<file path="src/rtl/mult_seq_pkg.sv">
// Shared types and helpers for the sequential half-width multiplier.
package mult_seq_pkg;

    typedef enum logic [2:0] {
        MUL_IDLE = 3'd0,
        ALBL     = 3'd1,
        ALBH     = 3'd2,
        AHBL     = 3'd3,
        AHBH     = 3'd4,
        MUL_DONE = 3'd5
    } mult_fsm_e;

    // Widest product the negate helper handles; callers slice the low bits back out.
    localparam int unsigned NEG_MAX_W = 256;

    // Two's-complement negate; truncating the result keeps it correct modulo 2^N for any N <= NEG_MAX_W.
    function automatic logic [NEG_MAX_W-1:0] neg_2w(input logic [NEG_MAX_W-1:0] x);
        return ~x + NEG_MAX_W'(1);
    endfunction

endpackage

</file>
<file path="src/rtl/mult_seq_pp.sv">
// Half-width partial product: picks operand halves for the current state, returns the unsigned HxH product.
module mult_seq_pp
    import mult_seq_pkg::*;
#(
    parameter int unsigned WIDTH = 32
) (
    input  mult_fsm_e          state,
    input  logic [WIDTH-1:0]   ma,
    input  logic [WIDTH-1:0]   mb,
    output logic [WIDTH-1:0]   pp
);

    localparam int unsigned H = WIDTH / 2;

    logic [H-1:0] xh;
    logic [H-1:0] yh;

    // Half selection: ALBL and idle states default to the low halves.
    always_comb begin
        xh = ma[H-1:0];
        yh = mb[H-1:0];
        case (state)
            ALBH: yh = mb[WIDTH-1:H];
            AHBL: xh = ma[WIDTH-1:H];
            AHBH: begin
                xh = ma[WIDTH-1:H];
                yh = mb[WIDTH-1:H];
            end
            default: ;
        endcase
    end

    // An HxH product always fits in WIDTH bits, so this never truncates.
    assign pp = WIDTH'(xh) * WIDTH'(yh);

endmodule

</file>
<file path="src/rtl/mult_seq_halves.sv">
// Multi-cycle WIDTHxWIDTH multiplier built from four half-width partial products.
module mult_seq_halves
    import mult_seq_pkg::*;
#(
    parameter int unsigned WIDTH     = 32,
    parameter bit          SIGNED_EN = 1'b1,
    parameter bit          EARLY_OUT = 1'b1
) (
    input  logic                 clk_i,
    input  logic                 rst_ni,
    input  logic                 valid_i,
    output logic                 ready_o,
    input  logic [WIDTH-1:0]     a_i,
    input  logic [WIDTH-1:0]     b_i,
    input  logic                 signed_i,
    input  logic                 kill_i,
    output logic                 valid_o,
    input  logic                 ready_i,
    output logic [2*WIDTH-1:0]   result_o,
    output logic [2:0]           state_o
);

    localparam int unsigned H  = WIDTH / 2;
    localparam int unsigned PW = 2 * WIDTH;

    mult_fsm_e        state;
    mult_fsm_e        state_nxt;
    logic [WIDTH-1:0] ma;
    logic [WIDTH-1:0] mb;
    logic             neg_q;
    logic [PW-1:0]    acc;
    logic [PW-1:0]    result_q;
    logic [WIDTH-1:0] pp;

    logic             accept;
    logic             use_signed;
    logic [WIDTH-1:0] a_mag;
    logic [WIDTH-1:0] b_mag;
    logic             early;
    logic [PW-1:0]    pp_wide;
    logic [PW-1:0]    acc_mid;
    logic [PW-1:0]    final_sum;

    mult_seq_pp #(.WIDTH(WIDTH)) u_pp (
        .state (state),
        .ma    (ma),
        .mb    (mb),
        .pp    (pp)
    );

    // Operand capture decode and accumulator adders.
    always_comb begin
        accept     = valid_i && (state == MUL_IDLE);
        use_signed = SIGNED_EN && signed_i;
        a_mag      = (use_signed && a_i[WIDTH-1]) ? (~a_i + WIDTH'(1)) : a_i;
        b_mag      = (use_signed && b_i[WIDTH-1]) ? (~b_i + WIDTH'(1)) : b_i;
        early      = EARLY_OUT && (ma[WIDTH-1:H] == '0) && (mb[WIDTH-1:H] == '0);
        pp_wide    = PW'(pp);
        acc_mid    = acc + (pp_wide << H);
        final_sum  = acc + (pp_wide << WIDTH);
    end

    // State register.
    always_ff @(posedge clk_i or negedge rst_ni) begin
        if (!rst_ni) begin
            state <= MUL_IDLE;
        end else begin
            state <= state_nxt;
        end
    end

    // Next-state logic; kill overrides every advance outside idle.
    always_comb begin
        state_nxt = state;
        if (kill_i && (state != MUL_IDLE)) begin
            state_nxt = MUL_IDLE;
        end else begin
            case (state)
                MUL_IDLE: if (valid_i) state_nxt = ALBL;
                ALBL:     state_nxt = early ? MUL_DONE : ALBH;
                ALBH:     state_nxt = AHBL;
                AHBL:     state_nxt = AHBH;
                AHBH:     state_nxt = MUL_DONE;
                MUL_DONE: if (ready_i) state_nxt = MUL_IDLE;
                default:  state_nxt = MUL_IDLE;
            endcase
        end
    end

    // Output decode: everything comes from state or registers.
    always_comb begin
        ready_o  = (state == MUL_IDLE);
        valid_o  = (state == MUL_DONE);
        result_o = result_q;
        state_o  = state;
    end

    // Operand magnitudes, sign, accumulator and result register.
    always_ff @(posedge clk_i or negedge rst_ni) begin
        if (!rst_ni) begin
            ma       <= '0;
            mb       <= '0;
            neg_q    <= 1'b0;
            acc      <= '0;
            result_q <= '0;
        end else if (accept) begin
            ma    <= a_mag;
            mb    <= b_mag;
            neg_q <= use_signed && (a_i[WIDTH-1] ^ b_i[WIDTH-1]);
        end else if (!kill_i) begin
            case (state)
                ALBL: begin
                    acc <= pp_wide;
                    if (early) begin
                        result_q <= neg_q ? PW'(neg_2w(NEG_MAX_W'(pp_wide))) : pp_wide;
                    end
                end
                ALBH, AHBL: acc <= acc_mid;
                AHBH: result_q <= neg_q ? PW'(neg_2w(NEG_MAX_W'(final_sum))) : final_sum;
                default: ;
            endcase
        end
    end

endmodule

</file>
<file path="config.mk">
export PLATFORM = sky130hd
export DESIGN_NAME = mult_seq_halves
export DESIGN_NICKNAME = d
export VERILOG_FILES = /design/src/rtl/mult_seq_pkg.sv /design/src/rtl/mult_seq_pp.sv /design/src/rtl/mult_seq_halves.sv
export SDC_FILE = /design/constraint.sdc
export NUM_CORES = 1
export LEC_CHECK = 0
export ABC_AREA = 0
export BUFFER_PORTS_ARGS = -buffer_cell sky130_fd_sc_hd__buf_2
export CAP_MARGIN = 0
export CORE_MARGIN = 10
export CORE_UTILIZATION = 58
export DETAILED_ROUTE_END_ITERATION = 12
export PLACE_DENSITY = 0.88
export SLEW_MARGIN = 30
export SYNTH_ARGS = -nofsm -noshare
export SYNTH_HDL_FRONTEND = slang
export SYNTH_SLANG_ARGS = --single-unit
</file>
<file path="constraint.sdc">
create_clock -name clk_i -period 9.92 [get_ports clk_i]
set_clock_uncertainty 0.2 [all_clocks]
set_input_delay 0 -clock clk_i [delete_from_list [all_inputs] [get_ports clk_i]]
set_output_delay 0 -clock clk_i [all_outputs]
set_load 0.01 [all_outputs]
</file>
==> flow_summary.yaml <==
placed_design:
  dp_hpwl_microns: 61900
  io_buffers: 138
  globalplace.congestion: 1.03
  dp_cells: 3703
critical_path:
  worstSetupStartpointType: "flip-flop"
  worstSetupPathType: "reg -> reg"
  worst_path_largest_cell_delay_ps: 560
  critical_path.max_fanout: 8
  endpoint_arrival_time_on_the_critical_path_ps: 10020
  r2r-start: "state_o[1]$_DFFE_PN0P_"
  critical_path_required_ps: 10170
  worst_r2r_path_depth: 32
  cpMaxStageDelayCell: "sky130_fd_sc_hd__fa_1"
  cp_common_cell: "sky130_fd_sc_hd__fa_1"
  cp-end-kind: "flip-flop"
  worst_r2r_endpoint: "acc[60]$_DFFE_PN0P_"
  r2r_setup_slack_ps: 150
floorplanning:
  die-area_sq_mm: 0.0507
  fp.dieW_microns: 225
  io-pin-count: 139
  core_sq_mm: 0.0418
  die_h_microns: 225
  initial_utilization_pct: 58.4
  core.rowCount: 75
synthesis:
  mappedNetlistNets: 3473
  mean_area_per_synthesized_cell_sq_um: 8.04
  synth_enable_flop_cells: 0
  seq_area_frac_synth_pct: 20.1
  synth.ff_latch_count: 196
  async_reset_ff_share_pct: 100
  yosysTopAreaCellShare_pct: 20.1
  yosysWarnings: 0
  synthesis.area_sq_mm: 0.0244
  synth_ff_type: "sky130_fd_sc_hd__dfrtp_1"
  synth_largest_area_cell: "sky130_fd_sc_hd__dfrtp_1"
  synth.top_cells.by_area: "sky130_fd_sc_hd__dfrtp_1 20%, sky130_fd_sc_hd__fa_1 16%, sky130_fd_sc_hd__ha_1 8.9%, sky130_fd_sc_hd__nand2_1 6.9%, sky130_fd_sc_hd__o21ai_0 5.4%"
  yosys.cell_count.top_type: "sky130_fd_sc_hd__nand2_1"
  synth_cells: 3033
  synthTopCellsByCount: "447 x sky130_fd_sc_hd__nand2_1, 291 x sky130_fd_sc_hd__inv_1, 272 x sky130_fd_sc_hd__nor2_1"
  synth.distinct_cells: 83
timing:
  layout_worst_path_cycle_share_pct: 98.5
  finalSetupViolations: 0
  worst-slew-pin-transition_ps: 1060
  final-hold-violation-count: 0
  slew_violations: 0
  setup_total_negative_slack_ps: 0
  fmax_ghz: 0.102
  min_tclk_post_route_ps: 9770
  worst_slew_margin_rel_pct: 28.7
layout:
  synthesis_to_layout_area_growth_pct: 19.0
  fillCellCount: 3020
  drive_above_1_share_pct: 14.1
  post_layout_nets: 3767
  non_filler_cells_in_the_finished_layout: 3887
clock_tree:
  clock_sink_count: 196
  tritoncts: "yes"
  worst_skew_pair.late_latency_ps: 540
  clk_pin_slew_ps: 80
  root_buffer: "sky130_fd_sc_hd__clkbuf_16"
  cts_made_buffers: 17
  clockBufferDepth: 2
  cts_htree_levels: 4
global_routing:
  grt_max_degree: 122
  vias_in_the_first_global_route: 24300
  grt_remaining_overflow: 0
  track_usage_pct: 33.7
  grt_antenna_before_repair: 8
  grt_first_pass_wirelength_microns: 133000
job:
  maxCapViolCount: 0
worst_hold_path:
  worstHoldPathType: "in -> reg"
  min_delay_worst_endpoint: "state_o[1]$_DFFE_PN0P_"
  timing.hold.worst_path_depth: 3
  hold_path.startpoint: "kill_i"
routing:
  avgViaCountPerCell: 6.59
  first_iter_violations: 3806
  routed_wire_per_std_cell_microns: 23.6
  route.vias.total: 25600
  finalWirelength_microns: 91700
  drt_pre_antenna_iters: 8
  residual_drc_count: 0
  antenna_violating_nets_post_route: 0
outcome:
  run_status: "complete, no violations"
-- routing by layer --
layer  wire, microns  part of all wire (%)  vias to the layer above  track usage (%)
met5              82                 0.089                        -                0
met4            6540                   7.1                        6             19.0
met3           11600                    13                      625             9.76
met2           40800                    45                     1946             52.7
met1           32600                    36                    12000             41.1
li1                -                     -                    11000                -
-- how the worst max path moves through the flow --
stage                           start                  endpoint  cells past startpoint
2_1_floorplan  state_o[2]$_DFFE_PN0P_  result_o[59]$_DFFE_PN0P_                     38
3_3_place_gp   state_o[2]$_DFFE_PN0P_  result_o[59]$_DFFE_PN0P_                     33
3_5_place_dp   state_o[2]$_DFFE_PN0P_  result_o[61]$_DFFE_PN0P_                     33
4_1_cts        state_o[2]$_DFFE_PN0P_  result_o[61]$_DFFE_PN0P_                     33
5_1_grt        state_o[1]$_DFFE_PN0P_  result_o[61]$_DFFE_PN0P_                     32
6_report       state_o[1]$_DFFE_PN0P_       acc[60]$_DFFE_PN0P_                     32
-- registers in the layout, indices dropped and copies added (netlist names) --
| signal | flops |
|---|---|
| mb | 32 |
| state_o | 3 |
| acc | 64 |
| neg_q | 1 |
| ma | 32 |
| result_o | 64 |
-- critical path: cells and delay by family, from the launching register on --
kind,cells,cell delay [ps]
AO/OA/AOI/OAI,9,2110
XOR/XNOR,1,150
adder cells (fa/ha/maj),8,3920
buffers and inverters,7,990
flip-flops,1,430
multiplexers,2,490
AND/OR/NAND/NOR,5,1370
-- placed cells by master, fill, tap and decap left out, types with 31 or more instances in the layout --
cell type / count
sky130_fd_sc_hd__nand2_1: 444
sky130_fd_sc_hd__inv_1: 287
sky130_fd_sc_hd__nor2_1: 270
sky130_fd_sc_hd__o21ai_0: 255
sky130_fd_sc_hd__fa_1: 196
sky130_fd_sc_hd__dfrtp_1: 194
sky130_fd_sc_hd__a21oi_1: 158
sky130_fd_sc_hd__ha_1: 158
sky130_fd_sc_hd__buf_2: 137
sky130_fd_sc_hd__buf_4: 136
sky130_fd_sc_hd__dlygate4sd3_1: 121
sky130_fd_sc_hd__xnor2_1: 95
sky130_fd_sc_hd__xor2_1: 95
sky130_fd_sc_hd__a21o_1: 46
sky130_fd_sc_hd__nand3_1: 46
sky130_fd_sc_hd__o31ai_1: 42
sky130_fd_sc_hd__nor3_1: 40
sky130_fd_sc_hd__or3_1: 34
sky130_fd_sc_hd__mux2i_1: 31
-- logic make-up (layout without fill, tap and decap cells) --
| kind of cell | count (synthesis) | in the layout | share of synthesized area, % |
|---|---|---|---|
| xor+xnor | 193 | 193 | 6.93 |
| fa+ha+maj | 370 | 370 | 25.0 |
| compound gates | 733 | 733 | 18.6 |
| other cells | 0 | 8 | 0 |
| mux | 80 | 80 | 3.49 |
| simple gates | 1037 | 1037 | 19.3 |
| buf+inv | 424 | 731 | 6.58 |
| flops | 196 | 196 | 20.1 |
-- cell type report --
| type | instances | area [sq um] | area share [%] |
|---|---|---|---|
| timing repair buffer | 408 | 3190 | 11.0 |
| inverter | 291 | 1090 | 3.76 |
| tap | 539 | 674 | 2.32 |
| multi-input combinational | 2413 | 18500 | 63.8 |
| clock inverter | 14 | 184 | 0.633 |
| clock buffer | 18 | 429 | 1.48 |
| sequential | 196 | 4910 | 16.9 |
| antenna | 8 | 20.0 | 0.0689 |
-- through the flow --
| step | util (%) | hold slack (ps) | cell area (sq um) | setup slack (ps) |
|---|---|---|---|---|
| after floorplan | - | -496 | 24600 | 42.9 |
| after global placement | 63.3 | -126 | 26500 | 15.1 |
| after detailed placement | 63.3 | -125 | 26500 | -143 |
| after CTS | 67.9 | 69.5 | 28300 | 2.23 |
| after global routing | 69.5 | 137 | 29000 | -192 |
| final | 69.5 | 111 | 29000 | 151 |
-- repair_timing --
action | 4_1_cts | 5_1_grt
pin swaps | 0 | 23
hold buffers | 122 | 0
setup endpoints to repair | 6 | 39
gates resized for setup | 9 | 104
cloned | 0 | 1
endpoints found under the hold margin | 153 | 0
buffers inserted | 0 | 21
Power is not shown: default switching activity piles up to over one toggle a cycle in this logic, so the estimate is an artifact.
